==> src/rtl/switch_debouncer_pkg.sv <==
// Shared types and defaults for the dual-channel switch debouncer.
package switch_debouncer_pkg;

    localparam int DEBOUNCE_CYCLES_DEF = 1_000_000;

    typedef enum logic [1:0] {
        ST_LOW       = 2'd0,
        ST_WAIT_HIGH = 2'd1,
        ST_HIGH      = 2'd2,
        ST_WAIT_LOW  = 2'd3
    } db_state_t;

endpackage

==> src/rtl/debounce_channel.sv <==
// One channel: 2-flop synchroniser, debounce FSM/counter, registered level and edge pulses.
module debounce_channel #(
    parameter int N     = 4,
    parameter int CNT_W = $clog2(N)
) (
    input  logic clk,
    input  logic rst_n,
    input  logic raw,
    output logic db,
    output logic rise,
    output logic fall
);
    import switch_debouncer_pkg::*;

    localparam logic [CNT_W-1:0] CNT_MAX = CNT_W'(N - 1);

    logic             s1, s2;
    db_state_t        state;
    logic [CNT_W-1:0] cnt;

    always_ff @(posedge clk or negedge rst_n) begin
        if (!rst_n) begin
            s1    <= 1'b0;
            s2    <= 1'b0;
            state <= ST_LOW;
            cnt   <= '0;
            db    <= 1'b0;
            rise  <= 1'b0;
            fall  <= 1'b0;
        end else begin
            s1   <= raw;
            s2   <= s1;
            rise <= 1'b0;
            fall <= 1'b0;
            case (state)
                ST_LOW: begin
                    if (s2) begin
                        state <= ST_WAIT_HIGH;
                        cnt   <= CNT_W'(1);
                    end else begin
                        cnt   <= '0;
                    end
                end
                ST_WAIT_HIGH: begin
                    // A glitch back to the old level on the accepting edge still cancels.
                    if (!s2) begin
                        state <= ST_LOW;
                        cnt   <= '0;
                    end else if (cnt == CNT_MAX) begin
                        state <= ST_HIGH;
                        db    <= 1'b1;
                        rise  <= 1'b1;
                        cnt   <= '0;
                    end else begin
                        cnt   <= cnt + 1'b1;
                    end
                end
                ST_HIGH: begin
                    if (!s2) begin
                        state <= ST_WAIT_LOW;
                        cnt   <= CNT_W'(1);
                    end else begin
                        cnt   <= '0;
                    end
                end
                ST_WAIT_LOW: begin
                    if (s2) begin
                        state <= ST_HIGH;
                        cnt   <= '0;
                    end else if (cnt == CNT_MAX) begin
                        state <= ST_LOW;
                        db    <= 1'b0;
                        fall  <= 1'b1;
                        cnt   <= '0;
                    end else begin
                        cnt   <= cnt + 1'b1;
                    end
                end
                default: begin
                    state <= ST_LOW;
                    cnt   <= '0;
                end
            endcase
        end
    end

endmodule

==> src/rtl/switch_debouncer.sv <==
// Two independent debounced switch channels feeding the AND gate's x and y inputs.
module switch_debouncer
    import switch_debouncer_pkg::*;
#(
    parameter int DEBOUNCE_CYCLES = DEBOUNCE_CYCLES_DEF,
    parameter int CNT_W           = $clog2(DEBOUNCE_CYCLES)
) (
    input  logic clk,
    input  logic rst_n,
    input  logic raw_x,
    input  logic raw_y,
    output logic x_db,
    output logic y_db,
    output logic x_rise,
    output logic x_fall,
    output logic y_rise,
    output logic y_fall
);

    debounce_channel #(.N(DEBOUNCE_CYCLES), .CNT_W(CNT_W)) u_x (
        .clk   (clk),
        .rst_n (rst_n),
        .raw   (raw_x),
        .db    (x_db),
        .rise  (x_rise),
        .fall  (x_fall)
    );

    debounce_channel #(.N(DEBOUNCE_CYCLES), .CNT_W(CNT_W)) u_y (
        .clk   (clk),
        .rst_n (rst_n),
        .raw   (raw_y),
        .db    (y_db),
        .rise  (y_rise),
        .fall  (y_fall)
    );

endmodule

==> config.mk <==
export PLATFORM = sky130hd
export DESIGN_NAME = switch_debouncer
export DESIGN_NICKNAME = d
export VERILOG_FILES = /design/src/rtl/switch_debouncer_pkg.sv /design/src/rtl/debounce_channel.sv /design/src/rtl/switch_debouncer.sv
export SDC_FILE = /design/constraint.sdc
export NUM_CORES = 1
export LEC_CHECK = 0
export CORE_MARGIN = 2
export CORE_UTILIZATION = 55
export DETAILED_ROUTE_END_ITERATION = 7
export GPL_TIMING_DRIVEN = 0
export PLACE_DENSITY = 0.83
export SETUP_SLACK_MARGIN = 0.4
export SLEW_MARGIN = 5
export SYNTH_ARGS = -nofsm -noshare
export SYNTH_HDL_FRONTEND = slang
export SYNTH_HIERARCHICAL = 1
export SYNTH_SLANG_ARGS = --single-unit
==> constraint.sdc <==
create_clock -name clk -period 3.24 [get_ports clk]
set_input_delay 0.81 -clock clk [delete_from_list [all_inputs] [get_ports clk]]
set_output_delay 0.81 -clock clk [all_outputs]
set_load 0.02 [all_outputs]
==> impl_metrics.csv, run 1 <==
group,metric,value,unit
finish,area_growth,12.1,%
floorplanning,die_w,72.8,um
logic_synthesis,syn_area,0.00261,mm^2
finish,diodes,0,
logic_synthesis,synth_seq_area_share,0.518,
timing,fin_crit_sh,0.725,
logic_synthesis,yosys_warnings,6,
route,first_iter_violations,170,
place,post-place-ws,0.909,ns
finish,num-fill-cells,379,
timing,fin_crit,2.35,ns
run,max_cap_violations,0,
finish,final_util,0.631,
logic_synthesis,synthArstFlopShare,1.00,
route,vias,1914,
clock_tree,cts_root_buf,"clkbuf_8",
min_path,hold_end,"u_x/s2",
place,dpl_cell_area,0.00278,mm^2
global_route,grt_pass1_vias,1772,
power_and_ir_drop,p_per_area,436,mW/mm^2
min_path,hold_depth,0,
place,gp_congestion,0.823,
route,drc,0,
clock_tree,cts_tree,"done",
floorplanning,ios,10,
timing,slew_violations,0,
clock_tree,clk_latency,0.31,ns
floorplanning,core-area,0.00463,mm^2
route,wl_per_cell,15.1,um
critical_path,critical-path-max-stage-delay,0.60,ns
critical_path,r2r_start,"u_x/cnt[10]",
global_route,grt-ovfl-total,0,
timing,timing.final.ws_setup,0.889,ns
timing,fin_worst_skew,0.0116,ns
critical_path,crit_family,"simple AND/OR/NAND/NOR gates",
global_route,grt_antenna_before_repair,0,
global_route,grt_pass1_wl,8200,um
critical_path,worstSetupPathType,"register to register",
clock_tree,cts_setup_buffers,0,
global_route,grt_max_degree,40,
logic_synthesis,synth_nets,250,
logic_synthesis,synth_ff_type,"dfrtp_1",
critical_path,arrival,2.54,ns
route,routed_via_density,6.06,
critical_path,worst-path-max-fanout,10,
timing,setup_viol,0,
logic_synthesis,synth_edf_count,0,
critical_path,cp.required,3.43,ns
critical_path,start_kind,"register",
finish,design_area,0.00292,mm^2
outcome,status,"completed",
clock_tree,cts_resized,0,
power_and_ir_drop,power.leakage,1.23,nW
min_path,hold_path_class,"register to register",
finish,drive_above_1_share,0.0992,
route,drt_wl_total,4780,um
floorplanning,die_y,72.8,um
timing,rsz0062_at_grt,"no",
floorplanning,placementRows,25,
critical_path,reg2reg_setup_slack,0.89,ns
power_and_ir_drop,irDropWorstVdd,304,uV
logic_synthesis,synth-seq-cells,54,
clock_tree,path_clk_slew,0.10,ns
critical_path,critPathSlowestCell,"or4_4",
critical_path,ff2ff_path_depth,5,
logic_synthesis,synthDistinctLibCells,42,
timing,hold_viol,0,
logic_synthesis,avgSynthCellArea,10.7,um^2
min_path,min_from,"u_x/s1",
place,dpl.hpwl,3240,um
critical_path,reg2reg_to,"u_x/cnt[10]",
clock_tree,cts.hold.buffers_added,0,
route,drt-pass1-iter-count,4,
power_and_ir_drop,p_total,1.27,mW
critical_path,worst-path-buf-inv,1,
critical_path,endpoint_kind,"register",
clock_tree,clockBufferDepth,2,
floorplanning,start_util,0.563,
timing,tightest_slew,0.457,ns
finish,final_nets,267,
clock_tree,cts_buffers,5,
logic_synthesis,syn_inst,244,
clock_tree,cts_sinks,54,
place,port-buffer-count,9,
route,antenna_left,0,
timing,fmax,425,MHz
timing,slew_headroom,0.691,
clock_tree,h-tree-depth,2,
critical_path,path_cells,"or4_1, or4_4, o211ai_4, buf_4, nor2_1",
global_route,grtUsageTotal,0.198,
floorplanning,die_area,0.00530,mm^2
routing by layer:
metal  up-vias  global-route usage  part of all wire
li1        915                   -                 -
met1       950               0.282              0.48
met2        40               0.307              0.47
met3         9              0.0442             0.036
met4         0              0.0576             0.014
met5         -                   0                 0
worst max path at each step:
stage                      from     endpoint  slack (ns)  cells past startpoint
floorplan           u_x/cnt[10]       u_x/db        1.09                      4
global placement          rst_n   u_x/cnt[6]       -0.24                      1
detailed placement  u_x/cnt[10]  u_x/cnt[14]        0.91                      5
CTS                 u_x/cnt[10]  u_x/cnt[14]        0.88                      5
global route        u_x/cnt[10]   u_x/cnt[2]        0.79                      5
finish              u_x/cnt[10]  u_x/cnt[10]        0.89                      5
cell usage in the layout (no fill, tap or decap), drive strengths merged, types with 9 or more instances in the layout:
master  instances
a21oi          12
clkbuf          9
dfrtp          54
nand2          11
nand3          17
nand4          12
nor2           27
o21ai          10
xor2           18
report_power, final:
part	internal, mW	switching (mW)
clock	0.329	0.214
combinational	0.0144	0.0285
sequential	0.680	0.00802
registers in the layout, indices dropped and copies added, names as in the netlist, named ones only:
register	cells
u_x/db	1
u_x/cnt	20
u_x/s1	1
u_y/s2	1
u_y/cnt	20
u_y/rise	1
u_y/db	1
u_y/state	1
u_x/fall	1
u_x/state	1
u_y/fall	1
u_x/s2	1
u_x/rise	1
u_y/s1	1
through the flow:
stage	hold slack (ns)	instances	setup TNS, ns
after floorplan	0.331	244	0
after global placement	0.336	307	-12.57
after detailed placement	0.340	308	0
after CTS	0.367	316	0
after global routing	0.372	316	0
final	0.363	316	0
synthesized netlist by cell type, drive strengths merged (3+ instances only):
master,count,area share
nand2,11,0.017
xor2,18,0.060
or4,7,0.022
inv,5,0.0072
buf,4,0.014
o31ai,5,0.014
xnor2,8,0.027
and3,5,0.012
clkbuf,3,0.0043
nor2,27,0.039
dfrtp,54,0.52
o21ai,10,0.019
and4,6,0.022
and2,4,0.010
nand4,12,0.043
a21boi,4,0.012
or3,7,0.017
a21oi,12,0.023
nand3,17,0.033
nor4,4,0.0096
cell type report:
class | count | area [um^2] | share of cell area
multi-input cells | 178 | 1190 | 0.406
repair buffers | 10 | 105 | 0.0360
well taps | 54 | 67.6 | 0.0231
clock buffers | 6 | 82.6 | 0.0283
flip-flops and latches | 54 | 1350 | 0.463
plain buffers | 7 | 48.8 | 0.0167
inverters | 5 | 18.8 | 0.00642
clock inverters | 2 | 60.1 | 0.0206
cells by family after synthesis:
| family | Yosys count | synth area share |
|---|---|---|
| simple gates | 112 | 0.258 |
| flops | 54 | 0.518 |
| compound gates | 38 | 0.100 |
| buf+inv | 12 | 0.0259 |
| xor+xnor | 26 | 0.0874 |
| fa+ha+maj | 2 | 0.00960 |
(Power assumes the default switching activity.)
==> inputs of run 2 (changes only) <==
Clock period 3.24 ns to 2.2 ns, I/O delays scaled along.
==> run 2 against run 1 <==
  * Clock-buffer cell count up 1
  * Via count up 3.1%
  * Total power up 38%
  * Combinational power up 100%
  * Hold slack worse by 0.21 ns
  * Final cell count up 4.7%
  * Highest routed layer unchanged
  * Register-to-register slack worse by 0.87 ns
  * Largest cell class unchanged
  * Sequential share of layout area down 3.1 points
  * Sequential cell count unchanged
  * Critical path type unchanged
  * First-iteration DRC count down 39%
  * Cell area up 7.5%
==> impl_metrics.csv, run 2 (synthesis results as in run 1) <==
group,metric,value,unit
timing,slew_violations,0,
timing,rsz0062_at_grt,"yes",
global_route,grt_antenna_before_repair,0,
global_route,grt_pass1_wl,8810,um
critical_path,endpoint_kind,"register",
global_route,grtUsageTotal,0.215,
critical_path,crit_start,"u_x/cnt[13]",
timing,holdWs,0.150,ns
critical_path,reg2reg_setup_slack,0.02,ns
critical_path,worstSetupPathType,"register to register",
outcome,status,"completed",
route,wl_per_cell,16.1,um
finish,final_cell_mix,"51 x dfrtp_1, 18 x xor2_1, 18 x nor2_1, 17 x nand3_1, 13 x buf_4",
floorplanning,core-area,0.00463,mm^2
critical_path,cp.required,2.40,ns
power_and_ir_drop,power.leakage,1.36,nW
clock_tree,cts.hold.buffers_added,0,
finish,area_growth,20.5,%
finish,design_area,0.00314,mm^2
place,port-buffer-count,9,
route,drt-pass1-iter-count,4,
floorplanning,placementRows,25,
finish,diodes,0,
place,dpl_cell_area,0.00278,mm^2
timing,setup_viol,0,
critical_path,reg2reg_to,"u_x/cnt[3]",
critical_path,cp-endpoint,"u_x/cnt[3]",
clock_tree,cts_root_buf,"clkbuf_8",
finish,reg.largest.list,"u_x/cnt: 20 flops, u_y/cnt: 20 flops",
clock_tree,cts_sinks,54,
route,antenna_left,0,
global_route,grt_max_degree,40,
timing,fin_setup_tns,0,ns
finish,regArea,0.00136,mm^2
clock_tree,path_clk_slew,0.09,ns
critical_path,start_kind,"register",
route,vias,1973,
timing,fin_crit_sh,0.991,
min_path,hold_path_class,"input port to asynchronous set/reset pin",
route,first_iter_violations,103,
place,gp_congestion,0.791,
place,post-place-ws,-0.0664,ns
timing,timing.final.ws_setup,0.0192,ns
floorplanning,start_util,0.563,
power_and_ir_drop,irDropWorstVdd,381,uV
clock_tree,clk_latency,0.31,ns
critical_path,r2r_start,"u_x/cnt[13]",
floorplanning,die_y,72.8,um
critical_path,arrival,2.38,ns
timing,slew_headroom,0.739,
place,dpl.hpwl,3200,um
timing,fin_crit,2.18,ns
power_and_ir_drop,p_per_area,559,mW/mm^2
floorplanning,die_area,0.00530,mm^2
critical_path,ff2ff_path_depth,5,
finish,num-fill-cells,342,
finish,drive_above_1_share,0.220,
route,drc,0,
timing,fmax,459,MHz
finish,final_common_cell,"dfrtp_1",
place,dpl.cell_count,308,
global_route,grt_pass1_vias,1912,
clock_tree,clockBufferDepth,2,
route,drt_wl_total,5350,um
clock_tree,cts_buffers,5,
power_and_ir_drop,p_total,1.75,mW
clock_tree,cts_tree,"done",
global_route,grt-ovfl-total,0,
run,max_cap_violations,0,
critical_path,worst-path-max-fanout,5,
floorplanning,die_w,72.8,um
finish,final_util,0.678,
timing,hold_viol,0,
timing,tightest_slew,0.391,ns
timing,fin_worst_skew,0.00935,ns
finish,stdcell_count,331,
clock_tree,h-tree-depth,2,
finish,multiInputGateArea,0.00130,mm^2
finish,final_nets,282,
route,routed_via_density,5.96,
floorplanning,ios,10,
==> run 2: changes by cell type in the layout (fill, tap and decap cells not counted), sizes merged <==
cell | previous run | this run
bufinv | 2 | 1
dlymetal6s2s | 0 | 2
dlygate4sd2 | 0 | 4
clkbuf | 9 | 10
buf | 6 | 21
clkdlybuf4s50 | 8 | 2
==> run 2: per-layer routing <==
| layer | GRT usage | share of wire |
|---|---|---|
| met5 | 0 | 0 |
| met4 | 0.0885 | 0.027 |
| met3 | 0.0456 | 0.041 |
| met2 | 0.363 | 0.50 |
| met1 | 0.268 | 0.43 |
==> run 2: how the worst min path moves through the flow <==
stage	to	slack, ns	cells after the start
2_1_floorplan	asynchronous set/reset pin	0.25	0
3_3_place_gp	u_y/s2	0.33	0
3_5_place_dp	u_y/s2	0.34	0
4_1_cts	u_x/db	0.16	1
5_1_grt	u_x/db	0.16	1
6_report	u_x/db	0.15	1
==> run 2: final cells by class <==
cell class | count | area share
sequential | 54 | 0.432
clock inverter | 1 | 0.00957
clock buffer | 7 | 0.0243
multi-input combinational | 178 | 0.415
buffer | 7 | 0.0167
tap | 54 | 0.0215
timing repair buffer | 25 | 0.0757
inverter | 5 | 0.00598
==> run 2: worst max-delay path, cell delays in order (launching register included) <==
cell and delay (ns):
dfrtp_1 0.43, or4_1 0.52, or4_4 0.57, o211ai_4 0.32, buf_6 0.18, nor2_1 0.04
==> run 2: repair_timing <==
item                                    4_1_cts  5_1_grt
pin swaps                                     8        8
cloned                                        0        1
endpoints found under the setup margin       52       48
resized for setup                            20       23
setup buffers                                 9        5
==> run 2: power by group <==
part / total (mW) / internal, mW / switching, mW
sequential: 1.01 / 1.00 / 0.0108
combinational: 0.0864 / 0.0347 / 0.0517
clock: 0.654 / 0.341 / 0.313
==> edit: new RTL, config.mk and constraints of run 1 <==
The 4 states of `db_state_t` get a one-hot encoding in 4 bits.
--- a/src/rtl/switch_debouncer_pkg.sv
+++ b/src/rtl/switch_debouncer_pkg.sv
@@ -4,9 +4,9 @@
     localparam int DEBOUNCE_CYCLES_DEF = 1_000_000;
 
-    typedef enum logic [1:0] {
-        ST_LOW       = 2'd0,
-        ST_WAIT_HIGH = 2'd1,
-        ST_HIGH      = 2'd2,
-        ST_WAIT_LOW  = 2'd3
+    typedef enum logic [3:0] {
+        ST_LOW       = 4'b0001,
+        ST_WAIT_HIGH = 4'b0010,
+        ST_HIGH      = 4'b0100,
+        ST_WAIT_LOW  = 4'b1000
     } db_state_t;
 
Check against the original RTL: no difference found for any inputs over 10 cycles, from zero or initial values and one cycle with rst_n low; not proved beyond that.
==> edit against run 1 <==
Wire length grew 18%; cell area up 12%; setup slack worse by 0.053 ns; area after synthesis up 12%; utilization is 1.2 points higher; sequential cell count is 4 higher.
Power is not compared: it rests on default switching activity, and its combinational part moved more than twofold at a synthesized area within 25%.
==> edit: results (changes against run 1) <==
| Metric | Value |
|---|---|
| Met3 routed WL | `187 microns (+9.4%)` |
| Layout cells sized above 1 | `10.7% (+0.81 points)` |
| Post-synth top cells | `56 x dfrtp_1, 41 x nor2_1, 18 x xnor2_1` |
| Register area share after synthesis | `50.0% (-1.8 points)` |
| First-pass GRT wire length | `9.94 mm (+21%)` |
| R2R Path End | `u_y/cnt[4]` |
| Register Area | `1450 sq um (+7.6%)` |
| GR Util All Layers | `21.3% (+1.4 points)` |
| Multi-input gate share of total cell area | `41.4% (+0.74 points)` |
| Fill cells | `433 (+14%)` |
| Worst endpoint data arrival time | `2.62 ns (+0.08 ns)` |
| Clock Skews | `0.0106 ns (-0.000980 ns)` |
| Synth Area in Adders | `0.861% (-0.10 points)` |
| Final wirelength | `5.65 mm (+18%)` |
| Layout sequential cell count | `58 (+7.4%)` |
| Multi-input gate area | `1360 sq um (+14%)` |
| Status | `finished, final reports clean` |
| Largest net degree at the start of global routing | `35 (-13%)` |
| CLK BUF | `14 (+8)` |
| Vias in the first global route | `2222 (+25%)` |
| Finished Layout Cells | `396 (+25%)` |
| Inverter count | `10 (+5)` |
| Min Hold Slack | `0.350 ns (-0.0127 ns)` |
| Setup WS pre-CTS | `0.862 ns (-0.0472 ns)` |
| M1 WL | `2.50 mm (+9.0%)` |
| Reg-to-reg startpoint | `u_y/cnt[7]` |
| Post-layout util | `64.3% (+1.2 points)` |
| Tot Pwr | `1.47 mW` |
| Data buffer area share | `4.95% (-0.31 points)` |
| Clock buf/inv share | `5.56% (+0.68 points)` |
| Synth top area cells | `dfrtp_1 48%, xnor2_1 5.4%, nor2_1 5.3%` |
| Post-Syn Area per Cell | `9.69 sq um (-9.3%)` |
| Routed wl met2 | `2.89 mm (+29%)` |
| Pin slew with the least headroom to its limit | `0.566 ns (+0.110 ns)` |
| Non-clk bufs | `21 (+4)` |
| Clk Latency, worst-skew pair | `0.34 ns (+0.03 ns)` |
| Number of vias per cell | `5.68 (-6.3%)` |
| M1 GR Usage | `25.2% (-3.0 points)` |
| GR met2 Demand/Resource | `36.0% (+5.3 points)` |
| DR iter-0 viols | `113 (-34%)` |
| Placed Cells | `380 (+23%)` |
| DP HPWL | `3.89 mm (+20%)` |
| CTS Buf Count | `9 (+4)` |
| Met3 Resource Use GR | `7.18% (+2.8 points)` |
| TritonRoute pass-1 iters | `5 (+1)` |
| Compound-Gate Fraction of Synth Area | `11.7% (+1.7 points)` |
| Distinct cells, synth | `52 (+24%)` |
-- edit: cell count changes in the layout (fill, tap and decap cells not counted), moves of 6 or more --
| cell | change |
|---|---|
| xnor2_1 | +10 |
| nor2_1 | +14 |
| xor2_1 | -13 |
| clkbuf_8 | +6 |
-- edit: worst max-delay path: stages, from the launching register on --
cell	delay, ns
dfrtp_1	0.44
or4b_1	0.59
or4_4	0.56
o21ai_2	0.39
buf_4	0.25
nor2_1	0.06
-- edit: worst max path at each step --
stage               depth (start not counted)           to       start
floorplan                                   5  u_y/cnt[10]  u_y/cnt[7]
global placement                            1       u_y/db       rst_n
detailed placement                          5   u_y/cnt[4]  u_y/cnt[7]
CTS                                         5   u_y/cnt[4]  u_y/cnt[7]
global route                                5   u_y/cnt[3]  u_y/cnt[7]
finish                                      5   u_y/cnt[4]  u_y/cnt[7]
